<file path="config.mk">
export PLATFORM = sky130hd
export DESIGN_NAME = seq_pattern_gen_flat
export DESIGN_NICKNAME = d
export VERILOG_FILES = /design/src/rtl/seq_pattern_gen_pkg.sv /design/src/rtl/seq_pattern_gen_if.sv /design/src/rtl/seq_pattern_gen_piso_shift_reg.sv /design/src/rtl/seq_pattern_gen.sv /design/src/flat_wrapper.sv
export SDC_FILE = /design/constraint.sdc
export NUM_CORES = 1
export LEC_CHECK = 0
export CAP_MARGIN = 5
export CORE_MARGIN = 10
export CORE_UTILIZATION = 47
export CTS_CLUSTER_DIAMETER = 40
export DETAILED_ROUTE_END_ITERATION = 7
export PLACE_DENSITY = 0.82
export SYNTH_ARGS = -nofsm -noshare
export SYNTH_HDL_FRONTEND = slang
export SYNTH_SLANG_ARGS = --single-unit
</file>
<file path="constraint.sdc">
create_clock -name clk -period 2.2 [get_ports clk]
set_clock_uncertainty 0.1 [all_clocks]
set_input_delay 0.44 -clock clk [delete_from_list [all_inputs] [get_ports clk]]
set_output_delay 0.44 -clock clk [all_outputs]
set_load 0.1 [all_outputs]
</file>
<file path="src/rtl/seq_pattern_gen_pkg.sv">
// +----------------------------------------------------------------------+
// | seq_gen_pkg: state encoding and default sizes shared by the serial   |
// | pattern generator and the receiver-side benches. Rev 1.0             |
// +----------------------------------------------------------------------+
`default_nettype none

package seq_gen_pkg;

  localparam int unsigned DEF_WIDTH = 8;
  localparam int unsigned DEF_REP_W = 4;

  localparam logic [1:0] ST_IDLE  = 2'b00;
  localparam logic [1:0] ST_SHIFT = 2'b01;
  localparam logic [1:0] ST_DONE  = 2'b10;

  typedef enum logic [1:0] {
    S_IDLE  = ST_IDLE,
    S_SHIFT = ST_SHIFT,
    S_DONE  = ST_DONE
  } state_e;

endpackage

`default_nettype wire

</file>
<file path="src/rtl/seq_pattern_gen_if.sv">
// +----------------------------------------------------------------------+
// | seq_gen_if: load handshake plus serial stream of the generator.      |
// | Rev 1.0                                                              |
// +----------------------------------------------------------------------+
`default_nettype none

interface seq_gen_if
  import seq_gen_pkg::*;
#(
  parameter int WIDTH = DEF_WIDTH,
  parameter int REP_W = DEF_REP_W
) ();

  logic             load_valid;
  logic             load_ready;
  logic [WIDTH-1:0] load_data;
  logic [REP_W-1:0] load_reps;
  logic             out;
  logic             out_valid;
  logic             busy;
  logic             done;

  // master issues frames; slave is the generator
  modport master (
    output load_valid, load_data, load_reps,
    input  load_ready, out, out_valid, busy, done
  );

  modport slave (
    input  load_valid, load_data, load_reps,
    output load_ready, out, out_valid, busy, done
  );

endinterface

`default_nettype wire

</file>
<file path="src/rtl/seq_pattern_gen_piso_shift_reg.sv">
// +----------------------------------------------------------------------+
// | piso_shift_reg: parallel-in/serial-out shift register, MSB first;    |
// | vacated LSBs fill with FILL_BIT. Rev 1.0                             |
// +----------------------------------------------------------------------+
`default_nettype none

module piso_shift_reg #(
  parameter int   WIDTH    = 8,
  parameter logic FILL_BIT = 1'b0
) (
  input  logic             clk,
  input  logic             reset,
  input  logic             load_i,
  input  logic             shift_i,
  input  logic [WIDTH-1:0] data_i,
  output logic             msb_o
);

  logic [WIDTH-1:0] sr_q;

  always_ff @(posedge clk) begin
    if (reset) begin
      sr_q <= {WIDTH{FILL_BIT}};
    end else if (load_i) begin
      sr_q <= data_i;
    end else if (shift_i) begin
      sr_q <= {sr_q[WIDTH-2:0], FILL_BIT};
    end
  end

  assign msb_o = sr_q[WIDTH-1];

endmodule

`default_nettype wire

</file>
<file path="src/rtl/seq_pattern_gen.sv">
// +----------------------------------------------------------------------+
// | seq_pattern_gen: shifts a loaded pattern out MSB-first, repeating it |
// | load_reps+1 times, then pulses done. Rev 1.0                         |
// +----------------------------------------------------------------------+
`default_nettype none

module seq_pattern_gen
  import seq_gen_pkg::*;
#(
  parameter int   WIDTH    = DEF_WIDTH,
  parameter int   REP_W    = DEF_REP_W,
  parameter logic IDLE_BIT = 1'b0
) (
  input  logic     clk,
  input  logic     reset,
  seq_gen_if.slave bus
);

  localparam int               CNT_W   = $clog2(WIDTH);
  localparam logic [CNT_W-1:0] BIT_MAX = CNT_W'(WIDTH - 1);
  localparam logic [CNT_W-1:0] BIT_ONE = 1;
  localparam logic [REP_W-1:0] REP_ONE = 1;

  state_e           state_q, state_d;
  logic [WIDTH-1:0] pat_q, pat_d;
  logic [CNT_W-1:0] bit_cnt_q, bit_cnt_d;
  logic [REP_W-1:0] rep_cnt_q, rep_cnt_d;
  logic             out_valid_q, out_valid_d;
  logic             busy_q, busy_d;
  logic             done_q, done_d;
  logic             ready_q, ready_d;

  logic             sr_load;
  logic             sr_shift;
  logic [WIDTH-1:0] sr_data;
  logic             sr_msb;
  logic             handshake;

  assign handshake = bus.load_valid & ready_q;

  // The shift register doubles as the out register: it is refilled with
  // IDLE_BIT on the final bit so out idles without any output mux.
  piso_shift_reg #(
    .WIDTH    (WIDTH),
    .FILL_BIT (IDLE_BIT)
  ) u_piso (
    .clk     (clk),
    .reset   (reset),
    .load_i  (sr_load),
    .shift_i (sr_shift),
    .data_i  (sr_data),
    .msb_o   (sr_msb)
  );

  always_ff @(posedge clk) begin
    if (reset) begin
      state_q     <= S_IDLE;
      pat_q       <= '0;
      bit_cnt_q   <= '0;
      rep_cnt_q   <= '0;
      out_valid_q <= 1'b0;
      busy_q      <= 1'b0;
      done_q      <= 1'b0;
      ready_q     <= 1'b1;
    end else begin
      state_q     <= state_d;
      pat_q       <= pat_d;
      bit_cnt_q   <= bit_cnt_d;
      rep_cnt_q   <= rep_cnt_d;
      out_valid_q <= out_valid_d;
      busy_q      <= busy_d;
      done_q      <= done_d;
      ready_q     <= ready_d;
    end
  end

  always_comb begin
    state_d   = state_q;
    pat_d     = pat_q;
    bit_cnt_d = bit_cnt_q;
    rep_cnt_d = rep_cnt_q;
    sr_load   = 1'b0;
    sr_shift  = 1'b0;
    sr_data   = pat_q;

    case (state_q)
      S_IDLE: begin
        if (handshake) begin
          state_d   = S_SHIFT;
          pat_d     = bus.load_data;
          sr_load   = 1'b1;
          sr_data   = bus.load_data;
          bit_cnt_d = BIT_MAX;
          rep_cnt_d = bus.load_reps;
        end
      end
      S_SHIFT: begin
        if (bit_cnt_q != '0) begin
          sr_shift  = 1'b1;
          bit_cnt_d = bit_cnt_q - BIT_ONE;
        end else if (rep_cnt_q != '0) begin
          sr_load   = 1'b1;
          sr_data   = pat_q;
          bit_cnt_d = BIT_MAX;
          rep_cnt_d = rep_cnt_q - REP_ONE;
        end else begin
          sr_load   = 1'b1;
          sr_data   = {WIDTH{IDLE_BIT}};
          state_d   = S_DONE;
        end
      end
      S_DONE: begin
        state_d = S_IDLE;
      end
      default: begin
        state_d = S_IDLE;
      end
    endcase

    // Status flags are registered from the next state (Moore outputs).
    out_valid_d = (state_d == S_SHIFT);
    busy_d      = (state_d != S_IDLE);
    done_d      = (state_d == S_DONE);
    ready_d     = (state_d == S_IDLE);
  end

  assign bus.out        = sr_msb;
  assign bus.out_valid  = out_valid_q;
  assign bus.busy       = busy_q;
  assign bus.done       = done_q;
  assign bus.load_ready = ready_q;

endmodule

`default_nettype wire
</file>
<file path="src/flat_wrapper.sv">
// flat-port wrapper written by rule: the top's interface ports become plain ports
module seq_pattern_gen_flat import seq_gen_pkg::*;
#(
  parameter int   WIDTH    = DEF_WIDTH,
  parameter int   REP_W    = DEF_REP_W,
  parameter logic IDLE_BIT = 1'b0
)
  (clk, reset, bus_load_valid, bus_load_data, bus_load_reps, bus_load_ready, bus_out, bus_out_valid, bus_busy, bus_done);
  seq_gen_if #(.WIDTH(WIDTH), .REP_W(REP_W)) bus_i ();
  input  logic clk;
  input  logic reset;
  input wire logic [$bits(bus_i.load_valid)-1:0] bus_load_valid;
  input wire logic [$bits(bus_i.load_data)-1:0] bus_load_data;
  input wire logic [$bits(bus_i.load_reps)-1:0] bus_load_reps;
  output wire logic [$bits(bus_i.load_ready)-1:0] bus_load_ready;
  output wire logic [$bits(bus_i.out)-1:0] bus_out;
  output wire logic [$bits(bus_i.out_valid)-1:0] bus_out_valid;
  output wire logic [$bits(bus_i.busy)-1:0] bus_busy;
  output wire logic [$bits(bus_i.done)-1:0] bus_done;
  assign bus_i.load_valid = bus_load_valid;
  assign bus_i.load_data = bus_load_data;
  assign bus_i.load_reps = bus_load_reps;
  assign bus_load_ready = bus_i.load_ready;
  assign bus_out = bus_i.out;
  assign bus_out_valid = bus_i.out_valid;
  assign bus_busy = bus_i.busy;
  assign bus_done = bus_i.done;
  seq_pattern_gen #(.WIDTH(WIDTH), .REP_W(REP_W), .IDLE_BIT(IDLE_BIT)) u_core (.clk(clk), .reset(reset), .bus(bus_i));
endmodule
</file>
# Word-level counts from Yosys, hierarchy flattened
# Cells that the tools add are included.
dict set report classes {
  n_addsub 2
  eq_ne 7
  muxes 23
  bitwise 1
  n_reduce_logical 9
}
# op count
set ops {}
lappend ops {{$mux W8} 5}
lappend ops {{$pmux W8 S2} 1}
lappend ops {{$mux W4} 3}
lappend ops {{$mux W3} 3}
lappend ops {{$pmux W4 S2} 1}
lappend ops {{$mux W2} 3}
lappend ops {{$pmux W3 S2} 1}
lappend ops {{$reduce_bool A2 Y1} 3}
lappend ops {{$eq A2 B1 Y1 const B} 2}
lappend ops {{$logic_not A2 Y1} 2}
lappend ops {{$mux W1} 4}
lappend ops {{$ne A2 B1 Y1 const B} 2}
lappend ops {{$pmux W2 S2} 1}
lappend ops {{$reduce_and A4 Y1} 1}
lappend ops {{$reduce_bool A4 Y1} 1}
lappend ops {{$sub A4 B1 Y4 const B} 1}
lappend ops {{$ne A3 B1 Y1 const B} 1}
lappend ops {{$reduce_and A3 Y1} 1}
lappend ops {{$reduce_bool A3 Y1} 1}
lappend ops {{$sub A3 B1 Y3 const B} 1}
lappend ops {{$eq A2 B2 Y1 const B} 1}
lappend ops {{$ne A2 B2 Y1 const B} 1}
lappend ops {{$pmux W1 S2} 1}
lappend ops {{$and A1 B1 Y1} 1}
dict set report totals {
  reg_bits 29
  output_inout_bits 5
  word_cells 51
}

# Longest topological paths before layout
# Gate-level depths: netlist of run 1.
dict set report logic_depth {
  word_depth 5
  ltp_mapped 7
}

# By module
# From an unflattened synthesis of run 1, not the netlist that was laid out.
dict set report unflattened {
  hier_cells 144
  area_unflattened_um2 1367.6
}
# module instances cells_each area_per_inst_um2
set modules_own_cells {}
lappend modules_own_cells {seq_pattern_gen 1 109 998.5}
lappend modules_own_cells {piso_shift_reg 1 35 369.1}

# Worst setup path after synthesis of run 1
# OpenSTA, ideal clock, no wires.
dict set report synth_path {
  path_kind {reg2reg}
  startpoint {register u_core.ready_q (netlist: u_core.bus.load_ready)}
  endpoint {register u_core.rep_cnt_q[0]}
  setup_time_ps 117
  t_arrival_ps 1893
  t_required_ps 1983
  slack_ps 89
  stages_incl_launch_ff 5
  n_path_buf 0
  synth_period_minus_slack_ps 2111
  cell_sequence {dfxtp_1 -> nand3b_1 -> a211oi_4 -> nand2_1 -> a32o_1}
}
dict set report synth_between {
  elab_chain_cells 3
}
# item line
set synth_lines {}
lappend synth_lines {{start, declared} seq_pattern_gen.sv:31} ;# logic ready_q, ready_d;
lappend synth_lines {{start signal, assigned} seq_pattern_gen.sv:73} ;# ready_q <= ready_d;
lappend synth_lines {{$and A1 B1 Y1} seq_pattern_gen.sv:39} ;# assign handshake = bus.load_valid & ready_q;
lappend synth_lines {{$ne A2 B1 Y1 (no line)} --}
lappend synth_lines {{$reduce_and A4 Y1 (no line)} --}
lappend synth_lines {{end signal, assigned} seq_pattern_gen.sv:69} ;# rep_cnt_q <= rep_cnt_d;
lappend synth_lines {{end, declared} seq_pattern_gen.sv:27} ;# logic [REP_W-1:0] rep_cnt_q, rep_cnt_d;
# Every way passes these cells.
# A chain may end at the register's enable or synchronous reset.

# Worst setup path after layout of run 1
dict set report layout_path {
  startpoint {register u_core.rep_cnt_q[0]}
  endpoint {register u_core.rep_cnt_q[0]}
}
dict set report layout_between {
  elab_chain_cells 4
  elab_cells_between_ends 7
  cone_classes {add/sub: 1; eq/ne: 1; mux: 3; reduce/logical: 2}
}
# item line
set layout_lines {}
lappend layout_lines {{$sub A4 B1 Y4} seq_pattern_gen.sv:105} ;# rep_cnt_d = rep_cnt_q - REP_ONE;
lappend layout_lines {{$mux W4} seq_pattern_gen.sv:101} ;# end else if (rep_cnt_q != '0) begin
lappend layout_lines {{$mux W4} seq_pattern_gen.sv:98} ;# if (bit_cnt_q != '0) begin
lappend layout_lines {{$pmux W4 S2} seq_pattern_gen.sv:86} ;# case (state_q)
# Several ways; a longest one is shown, not always the timed one. The select of a mux whose other input is x is not followed.

==> results of run 1 <==
==> worst reg2reg max path: cells and delay by family (launching register included) <==
kind / cells / cell delay, ps
flops: 1 / 420
compound gates: 2 / 580
buf+inv: 1 / 70
fa+ha+maj: 1 / 270
simple gates: 2 / 360
==> placed cells by master (no fill, tap or decap), drive strengths merged, types with 2 or more instances in the layout <==
cell type	Yosys	layout
a211oi	3	3
a21o	2	2
a21oi	14	14
a22o	7	7
a311oi	2	2
buf	8	11
clkbuf	3	7
clkdlybuf4s50	0	14
dfxtp	29	29
ha	3	3
inv	6	6
nand2	22	22
nand3	2	2
nand3b	2	2
nand4bb	2	2
nor2	15	15
nor2b	3	3
nor3	14	14
o21ai	2	2
o22ai	7	7
o31ai	2	2
==> power groups by stage <==
stage / logic [mW] / clock network (mW) / registers [mW]
6_report: 0.589 / 0.383 / 0.669
4_1_cts: 0.589 / 0.392 / 0.667
3_3_place_gp: 0.566 / 0 / 0.674
2_1_floorplan: 0.384 / 0 / 0.749
5_1_grt: 0.646 / 0.420 / 0.680
3_5_place_dp: 0.587 / 0 / 0.678
==> routing by layer <==
metal  up-vias  GRT usage (%)  wire length, µm
li1        606              -                -
met1       578           15.6             1520
met2        28           21.0             1590
met3         5           5.59              176
met4         0           4.67               44
met5         -              0                0
==> layout make-up <==
type                            count  area [µm²]  share of cell area [%]
Timing Repair Buffer               25         223                    13.5
Clock buffer                        7        65.1                    3.96
Clock inverter                      1        5.00                   0.304
Tap cell                           31        38.8                    2.36
Multi-Input combinational cell    111         709                    43.2
Sequential cell                    29         581                    35.3
Inverter                            6        22.5                    1.37
==> registers in the layout (all words and copies together) (netlist names) <==
name                   cells
u_core.u_piso.sr_q         8
u_core.bus.busy            1
u_core.bus.load_ready      1
u_core.bus.done            1
u_core.bit_cnt_q           3
u_core.state_q             2
u_core.bus.out_valid       1
u_core.rep_cnt_q           4
u_core.pat_q               8
==> worst paths after layout <==
kind                                           from                   to  slack [ps]  cells past startpoint
worst min-delay path                u_core.pat_q[1]      u_core.pat_q[1]         360                      2
worst max-delay path            u_core.rep_cnt_q[0]  u_core.rep_cnt_q[0]         300                      6
worst max register to register  u_core.rep_cnt_q[0]  u_core.rep_cnt_q[0]         300                      6
worst min register to register      u_core.pat_q[1]      u_core.pat_q[1]         360                      2
==> through the flow <==
step	util, %	instance area [µm²]	total power [mW]	worst slack (ps)
2_1_floorplan	-	1380	1.13	89.4
3_3_place_gp	56.6	1570	1.24	203
3_5_place_dp	56.6	1570	1.26	115
4_1_cts	59.1	1640	1.65	320
5_1_grt	59.1	1640	1.75	236
6_report	59.1	1640	1.64	299
==> cell families after synthesis <==
logic type | after synthesis
flip-flops | 29
buffers and inverters | 17
AO/OA/AOI/OAI | 43
AND/OR/NAND/NOR | 64
adder cells (fa/ha/maj) | 3
multiplexers | 1
==> summary.txt, run 1 <==
Synth
  • Syn nets: 175
  • Sequential-to-total area share from yosys stat: 42.0%
  • XOR/XNOR Fraction of Synth Area: 0%
  • Largest family of logic cells by synthesized area: compound AO/OA/AOI/OAI gates
  • Unique masters post-synth: 40
  • Post-synth top area cell: dfxtp_1
  • Post-synthesis mux area share: 0.815%
  • Synth Register Bits: 29
  • Top-count cell post-synth: dfxtp_1
  • Syn Inst Count: 157
  • Post-synthesis simple-gate area fraction: 23.6%
  • Post-synth EDFFs: 0
  • Synth area leaders: dfxtp_1 42%, nand2_1 6.0%, a22o_1 4.4%, a21oi_1 4.3%, nor3_1 4.3%
  • Avg Cell Area, Syn: 8.80 µm²
  • Yosys warns: 0
  • Synth cell count leaders: 29 x dfxtp_1, 22 x nand2_1, 15 x nor2_1
  • Synth Flop Type: dfxtp_1
  • Synth top area share: 42.0%
  • Post-synth ARST share: 0%
  • Adder-Cell Fraction of Synth Area: 2.72%
  • Compound-cell area share of the yosys netlist: 23.7%
  • Synthesized area: 1380 µm²

CTS
  • Root Buffer: clkbuf_4
  • CTS tree: done
  • Worst-path clk slew: 90 ps
  • Setup bufs post-CTS: 0
  • CTS buffer count: 5
  • Post_cts resized: 0
  • Num Clock Sinks: 29
  • Worst-skew pair later-pin latency: 340 ps
  • Clock Tree Buf Depth: 2
  • H-tree depth: 2
  • Number of hold buffers added after CTS: 0

Pwr
  • Clock Power Share: 23.3%
  • Leak: 0.629 nW
  • Switching Share: 37.7%
  • Internal: 1.02 mW
  • Sw Pwr: 618 µW
  • Pwr dens: 998 nW/µm²
  • Sequential power share: 40.8%
  • Peak supply drop: 0.000744 V
  • Logic pwr share: 35.9%

Layout
  • # nets final: 196
  • # fillers: 262
  • Area Growth Syn to Fin: 19.0%
  • Layout cell share with drive strength beyond 1: 17.3%
  • Final Non-Filler Cells: 210
  • Antenna Cells: 0

Floorplanning
  • Initial core utilization: 49.7%
  • Ports: 20
  • Die W: 74.2 µm
  • Area of the core: 2780 µm²
  • Chip height: 74.2 µm
  • Row cnt: 19
  • Die area: 5510 µm²

Placed design
  • HPWL Detailed: 2.41 mm
  • Placed insts: 202
  • GP Congestion: 0.774
  • PortBufs: 19

Routing
  • Wire per inst: 15.9 µm
  • Residual DRC: 0
  • Avg Vias per Cell: 5.80
  • Antenna-violating nets left: 0
  • Detailed-route via count: 1217
  • 1st-pass router iterations: 4
  • Initial drt markers: 134
  • WL final: 3.33 mm

Critical path
  • Critical Path AT: 2040 ps
  • Startpoint Class: flop
  • Max Fanout on Critical Path: 6
  • CP Capture Type: flop
  • WP buf/inv: 1
  • Setup CP Type: flop to flop
  • Worst Path Required: 2340 ps
  • CP delay by family, top: compound AO/OA/AOI/OAI gates
  • Slowest stage delay, CP: 420 ps
  • Crit-path cells: inv_1 > ha_1 > and4bb_4 > a211oi_4 > nand2_1 > a32o_1
  • CP max stage cell: dfxtp_1

STA
  • Headroom to the max-slew limit: 71.6%
  • Period Utilization, post-route: 86.4%
  • Fmax: 0.526 GHz
  • Setup Viol. Count Final: 0
  • Worst-Margin Slew: 426 ps
  • Min Hold Slack: 361 ps
  • Crit path time final: 1900 ps
  • RSZ-0062 raised after global routing: no
  • Setup tns final: 0 ps
  • Fin. max-slew vios: 0
  • Final Hold Vio Count: 0

Hold path
  • HP Class: flop to flop

Run status
  • Status: finished clean

GRT
  • Number of global-route vias before repair: 1198
  • Largest net degree at the start of global routing: 17
  • First-pass GRT wire length: 5.68 mm
  • Total grt overflow: 0
  • GRT Total Usage: 13.2%
  • Initial antenna violation count: 0

Flow run
  • Max_cap viols: 0
(Power assumes the default switching activity.)
==> run 2, diff against run 1 <==
DONT_BUFFER_PORTS = 1   (was default)
MAX_ROUTING_LAYER = met4   (was default)
PLACE_DENSITY = 0.73   (was 0.82)
==> run 2 against run 1 <==
Against the previous run:
- non-clock buffer count down 18
- die area unchanged
- count of clock-buffer cells in the layout down 2
- via count down 7.8%
- sequential power about the same
- register-to-register slack worse by 40 ps
- critical path depth unchanged
- worst hold slack worse by 300 ps
- global-route usage down 0.65 points
- critical endpoint is now u_core.u_piso.sr_q[0]
==> summary.txt, run 2 (synthesis gave the netlist of run 1 again) <==
GRT
  • Initial antenna violation count: 0 (unchanged)
  • GRT Total Usage: 12.6% (was 13.2%)
  • Largest net degree at the start of global routing: 21 (was 17)
  • Total grt overflow: 0 (unchanged)
  • First-pass GRT wire length: 5.18 mm (was 5.68 mm)
  • Number of global-route vias before repair: 1103 (was 1198)

CTS
  • Worst-path clk slew: 90 ps (about the same)
  • Root Buffer: clkbuf_4 (unchanged)
  • Clock Tree Buf Depth: 2 (unchanged)
  • Num Clock Sinks: 29 (unchanged)
  • Post_cts resized: 0 (unchanged)
  • CTS tree: done (unchanged)
  • Number of hold buffers added after CTS: 0 (unchanged)
  • H-tree depth: 2 (unchanged)
  • Setup bufs post-CTS: 0 (unchanged)
  • Worst-skew pair later-pin latency: 330 ps (was 340 ps)
  • CTS buffer count: 5 (unchanged)

STA
  • Crit path time final: 1950 ps (was 1900 ps)
  • Setup tns final: 0 ps (unchanged)
  • Worst-Margin Slew: 596 ps (was 426 ps)
  • RSZ-0062 raised after global routing: no (unchanged)
  • Final Hold Vio Count: 0 (unchanged)
  • Fmax: 0.514 GHz (was 0.526 GHz)
  • Headroom to the max-slew limit: 60.1% (was 71.6%)
  • Setup Viol. Count Final: 0 (unchanged)
  • Period Utilization, post-route: 88.4% (was 86.4%)
  • Fin. max-slew vios: 0 (unchanged)

Placed design
  • PortBufs: 0 (was 19)
  • Placed insts: 184 (was 202)
  • GP Congestion: 0.909 (was 0.774)
  • HPWL Detailed: 2.29 mm (was 2.41 mm)

Routing
  • Met2 WL: 1.45 mm (was 1.59 mm)
  • WL final: 3.08 mm (was 3.33 mm)
  • 1st-pass router iterations: 4 (unchanged)
  • Detailed-route via count: 1122 (was 1217)
  • Routed length on met1: 1.29 mm (was 1.52 mm)
  • DR top layer: met4 (unchanged)
  • Wire per inst: 16.1 µm (was 15.9 µm)
  • Wire length on met3: 292 µm (was 176 µm)
  • Initial drt markers: 54 (was 134)
  • Residual DRC: 0 (unchanged)
  • Antenna-violating nets left: 0 (unchanged)
  • Avg Vias per Cell: 5.87 (was 5.80)

Pwr
  • Pwr dens: 1100 nW/µm² (was 998 nW/µm²)
  • Sequential power share: 41.2% (was 40.8%)
  • Switching Share: 36.2% (was 37.7%)
  • Leak: 0.554 nW (was 0.629 nW)
  • Logic pwr share: 33.1% (was 35.9%)
  • Internal: 1.03 mW (was 1.02 mW)
  • Peak supply drop: 0.000687 V (was 0.000744 V)
  • Clock Power Share: 25.6% (was 23.3%)
  • Sw Pwr: 587 µW (was 618 µW)

Critical path
  • R2R Path Start: u_core.bit_cnt_q[0] (was u_core.rep_cnt_q[0])
  • CP Capture Type: flop (unchanged)
  • Worst Reg-to-Reg Cells: 6 (unchanged)
  • R2R Setup Slk: 250 ps (was 300 ps)
  • Setup CP Type: flop to flop (unchanged)
  • Critical Path AT: 2070 ps (was 2040 ps)
  • Max Fanout on Critical Path: 13 (was 6)
  • Worst reg2reg path endpoint: u_core.u_piso.sr_q[0] (was u_core.rep_cnt_q[0])
  • Startpoint Class: flop (unchanged)
  • Worst Path Required: 2330 ps (was 2340 ps)

Layout
  • Layout cell share with drive strength beyond 1: 16.3% (was 17.3%)
  • # fillers: 257 (was 262)
  • Top flop regs: u_core.pat_q x8, u_core.u_piso.sr_q x8, u_core.rep_cnt_q x4 (unchanged)
  • # nets final: 178 (was 196)
  • Area Growth Syn to Fin: 6.88% (was 19.0%)
  • Most common cell after layout, fill and taps aside: dfxtp_1 (unchanged)
  • Commonest cells after routing, fill and taps aside: 29 x dfxtp_1, 22 x nand2_1, 15 x nor2_1, 12 x nor3_1, 12 x a21oi_1 (was 29 x dfxtp_1, 22 x nand2_1, 15 x nor2_1, 14 x clkdlybuf4s50_1)
  • Antenna Cells: 0 (unchanged)
  • Final Non-Filler Cells: 191 (was 210)

Hold path
  • Worst hold start: reset (was u_core.pat_q[1])
  • Hold path cells: 1 (was 2)
  • Endpoint, Worst Hold: u_core.rep_cnt_q[3] (was u_core.pat_q[1])
  • HP Class: input port to flop (was flop to flop)

Run status
  • Status: finished clean (unchanged)

Floorplanning
  • Die W: 74.2 µm (unchanged)
  • Die area: 5510 µm² (unchanged)
  • Area of the core: 2780 µm² (unchanged)
  • Ports: 20 (unchanged)
  • Chip height: 74.2 µm (unchanged)
  • Initial core utilization: 49.7% (unchanged)
  • Row cnt: 19 (unchanged)

Flow run
  • Max_cap viols: 0 (unchanged)
## run 2: worst max path at each step
stage	start	endpoint	slack, ps	cells past startpoint
after floorplan	u_core.bus.load_ready	u_core.rep_cnt_q[0]	90	4
after global placement	u_core.bit_cnt_q[0]	u_core.u_piso.sr_q[0]	370	6
after detailed placement	u_core.bit_cnt_q[0]	u_core.u_piso.sr_q[0]	270	6
after CTS	u_core.bit_cnt_q[0]	u_core.u_piso.sr_q[0]	270	6
after global routing	u_core.bit_cnt_q[0]	u_core.u_piso.sr_q[0]	100	6
final	u_core.bit_cnt_q[0]	u_core.u_piso.sr_q[0]	250	6
## run 2: power by group through the flow
stage	logic, mW	registers [mW]	clock network (mW)
final	0.537	0.668	0.416
after floorplan	0.384	0.749	0
after global placement	0.519	0.675	0
after CTS	0.540	0.668	0.424
after detailed placement	0.536	0.680	0
after global routing	0.588	0.681	0.446
## run 2: worst max-delay path, cell delays in order (launching register included)
cell and delay [ps]:
dfxtp_1 320, inv_1 100, ha_1 210, nor2b_2 540, nand3_1 220, a32oi_1 260, o31ai_2 80
## run 2: through the flow
| step | cell area, µm² | worst slack [ps] | hold WS, ps | power (mW) | util, % |
|---|---|---|---|---|---|
| 3_5_place_dp | 1400 | 271 | 342 | 1.22 | 50.5 |
| 2_1_floorplan | 1380 | 89.4 | 337 | 1.13 | - |
| 3_3_place_gp | 1400 | 373 | 336 | 1.19 | 50.5 |
| 5_1_grt | 1480 | 97.3 | 39.8 | 1.72 | 53.1 |
| 4_1_cts | 1480 | 266 | 54.9 | 1.63 | 53.1 |
| 6_report | 1480 | 255 | 64.9 | 1.62 | 53.1 |
## run 2: metal layers
metal | up-vias | track usage, %
met2 | 39 | 18.6
met4 | 0 | 5.89
met3 | 7 | 6.52
li1 | 565 | -
met5 | - | -
met1 | 511 | 13.7
## run 2: final cells by class
class                      count  area [µm²]  area share (%)
timing repair buffer           7        52.6            3.56
clock buffer                   5        37.5            2.54
tap                           31        38.8            2.63
inverter                       6        22.5            1.53
sequential                    29         581            39.3
clock inverter                 2        35.0            2.37
multi-input combinational    111         709            48.1
==> edit: new RTL, flow settings as in run 2 <==
`IDLE_BIT` is set to 1'b0 in 2 places; all go to 1'b1.
--- a/src/rtl/seq_pattern_gen.sv
+++ b/src/rtl/seq_pattern_gen.sv
@@ -10,5 +10,5 @@
   parameter int   WIDTH    = DEF_WIDTH,
   parameter int   REP_W    = DEF_REP_W,
-  parameter logic IDLE_BIT = 1'b0
+  parameter logic IDLE_BIT = 1'b1
 ) (
   input  logic     clk,
--- a/src/flat_wrapper.sv
+++ b/src/flat_wrapper.sv
@@ -4,5 +4,5 @@
   parameter int   WIDTH    = DEF_WIDTH,
   parameter int   REP_W    = DEF_REP_W,
-  parameter logic IDLE_BIT = 1'b0
+  parameter logic IDLE_BIT = 1'b1
 )
   (clk, reset, bus_load_valid, bus_load_data, bus_load_reps, bus_load_ready, bus_out, bus_out_valid, bus_busy, bus_done);
Function: changed (Yosys sat finds a counterexample within 4 cycles, from zero or initial values and one cycle with reset high).
==> edit against run 2 <==
  * Wire length shrank 18%
  * Setup slack improved by 0.077 ns
  * Non-clock buffer count unchanged
  * Power about the same
  * Sequential share of layout area is 2.5 points higher
  * Sequential cell count is the same
  * Sequential power increased by 3.7%
  * Final area fell by 6.0%
  * Synthesized area fell by 7.5%
  * Critical endpoint is now u_core.rep_cnt_q[1]
  * Highest routed layer unchanged
==> edit: results (changes against run 2) <==
stage,metric,value,unit,change
outcome,status,"finished, final reports clean",,unchanged
routing,DR vias/cell,5.66,,was 5.87
routing,wire length on met2,1140,µm,was 1450 µm
place,Post-DP Area,1330,µm²,was 1400 µm²
routing,Routed WL,2520,µm,was 3080 µm
power_and_ir_drop,"IR drop worst, VDD",0.000750,V,was 0.000687 V
finish,Data buffer area share,0.0379,,was 0.0356
worst_setup_path,Worst EP arrival,2.02,ns,was 2.07 ns
global_routing,pin count of the biggest net entering global routing,24,,was 21
place,Placement Setup Slack,0.366,ns,was 0.271 ns
place,hpwl dp,1870,µm,was 2290 µm
synthesis,Adder-Cell Fraction of Synth Area,0.0294,,was 0.0272
worst_setup_path,reg2reg setup slack,0.33,ns,was 0.25 ns
synthesis,Mean Syn Cell Area,10.1,µm²,was 8.80 µm²
routing,DR iter-0 viols,21,,was 54
place,placed insts,159,,was 184
synthesis,post-synthesis cell type count,37,,was 40
routing,M1 WL,1100,µm,was 1290 µm
global_routing,first-pass GRT wire length,4380,µm,was 5180 µm
worst_setup_path,Worst path top cell family by delay,compound AO/OA/AOI/OAI gates,,was simple AND/OR/NAND/NOR gates
place,GPL Wtd Cong,0.766,,was 0.909
hold_path,WHS Endpoint,u_core.pat_q[5],,was u_core.rep_cnt_q[3]
synthesis,post-synthesis mux area share,0.0715,,was 0.00815
synthesis,Area contributors post-synth,"dfxtp_1 (45%), mux2i_1 (6.3%), a21oi_1 (5.5%)",,"was dfxtp_1 (42%), nand2_1 (6.0%), a22o_1 (4.4%)"
routing,1st-pass router iterations,2,,was 4
finish,multi-input gate count,87,,was 111
worst_setup_path,slowest CP cell,a21oi_1,,was nor2b_2
finish,multi-input combinational cell area,639,µm²,was 709 µm²
finish,Util after Layout,0.545,,was 0.531
finish,fillcell total,229,,was 257
edit: power breakdown:
group,switching [mW],total (mW),internal [mW]
Combinational,0.386,0.621,0.236
Sequential,0.0689,0.693,0.625
Clock,0.186,0.306,0.120
Total,0.641,1.62,0.980
edit: worst max-delay path by stage:
stage          slack (ns)                  start  cells past startpoint                     to
6_report             0.33    u_core.rep_cnt_q[0]                      6    u_core.rep_cnt_q[1]
2_1_floorplan        0.01  u_core.bus.load_ready                      4    u_core.bit_cnt_q[2]
4_1_cts              0.34    u_core.rep_cnt_q[0]                      6    u_core.rep_cnt_q[1]
5_1_grt              0.16    u_core.rep_cnt_q[0]                      6    u_core.rep_cnt_q[1]
3_3_place_gp         0.44    u_core.bit_cnt_q[0]                      7  u_core.u_piso.sr_q[1]
3_5_place_dp         0.37    u_core.rep_cnt_q[0]                      6    u_core.rep_cnt_q[1]
edit: layer usage:
metal / track usage / vias to the layer above
li1: - / 479
met1: 0.104 / 441
met4: 0.0430 / 0
met3: 0.0626 / 6
met2: 0.170 / 20
met5: - / -
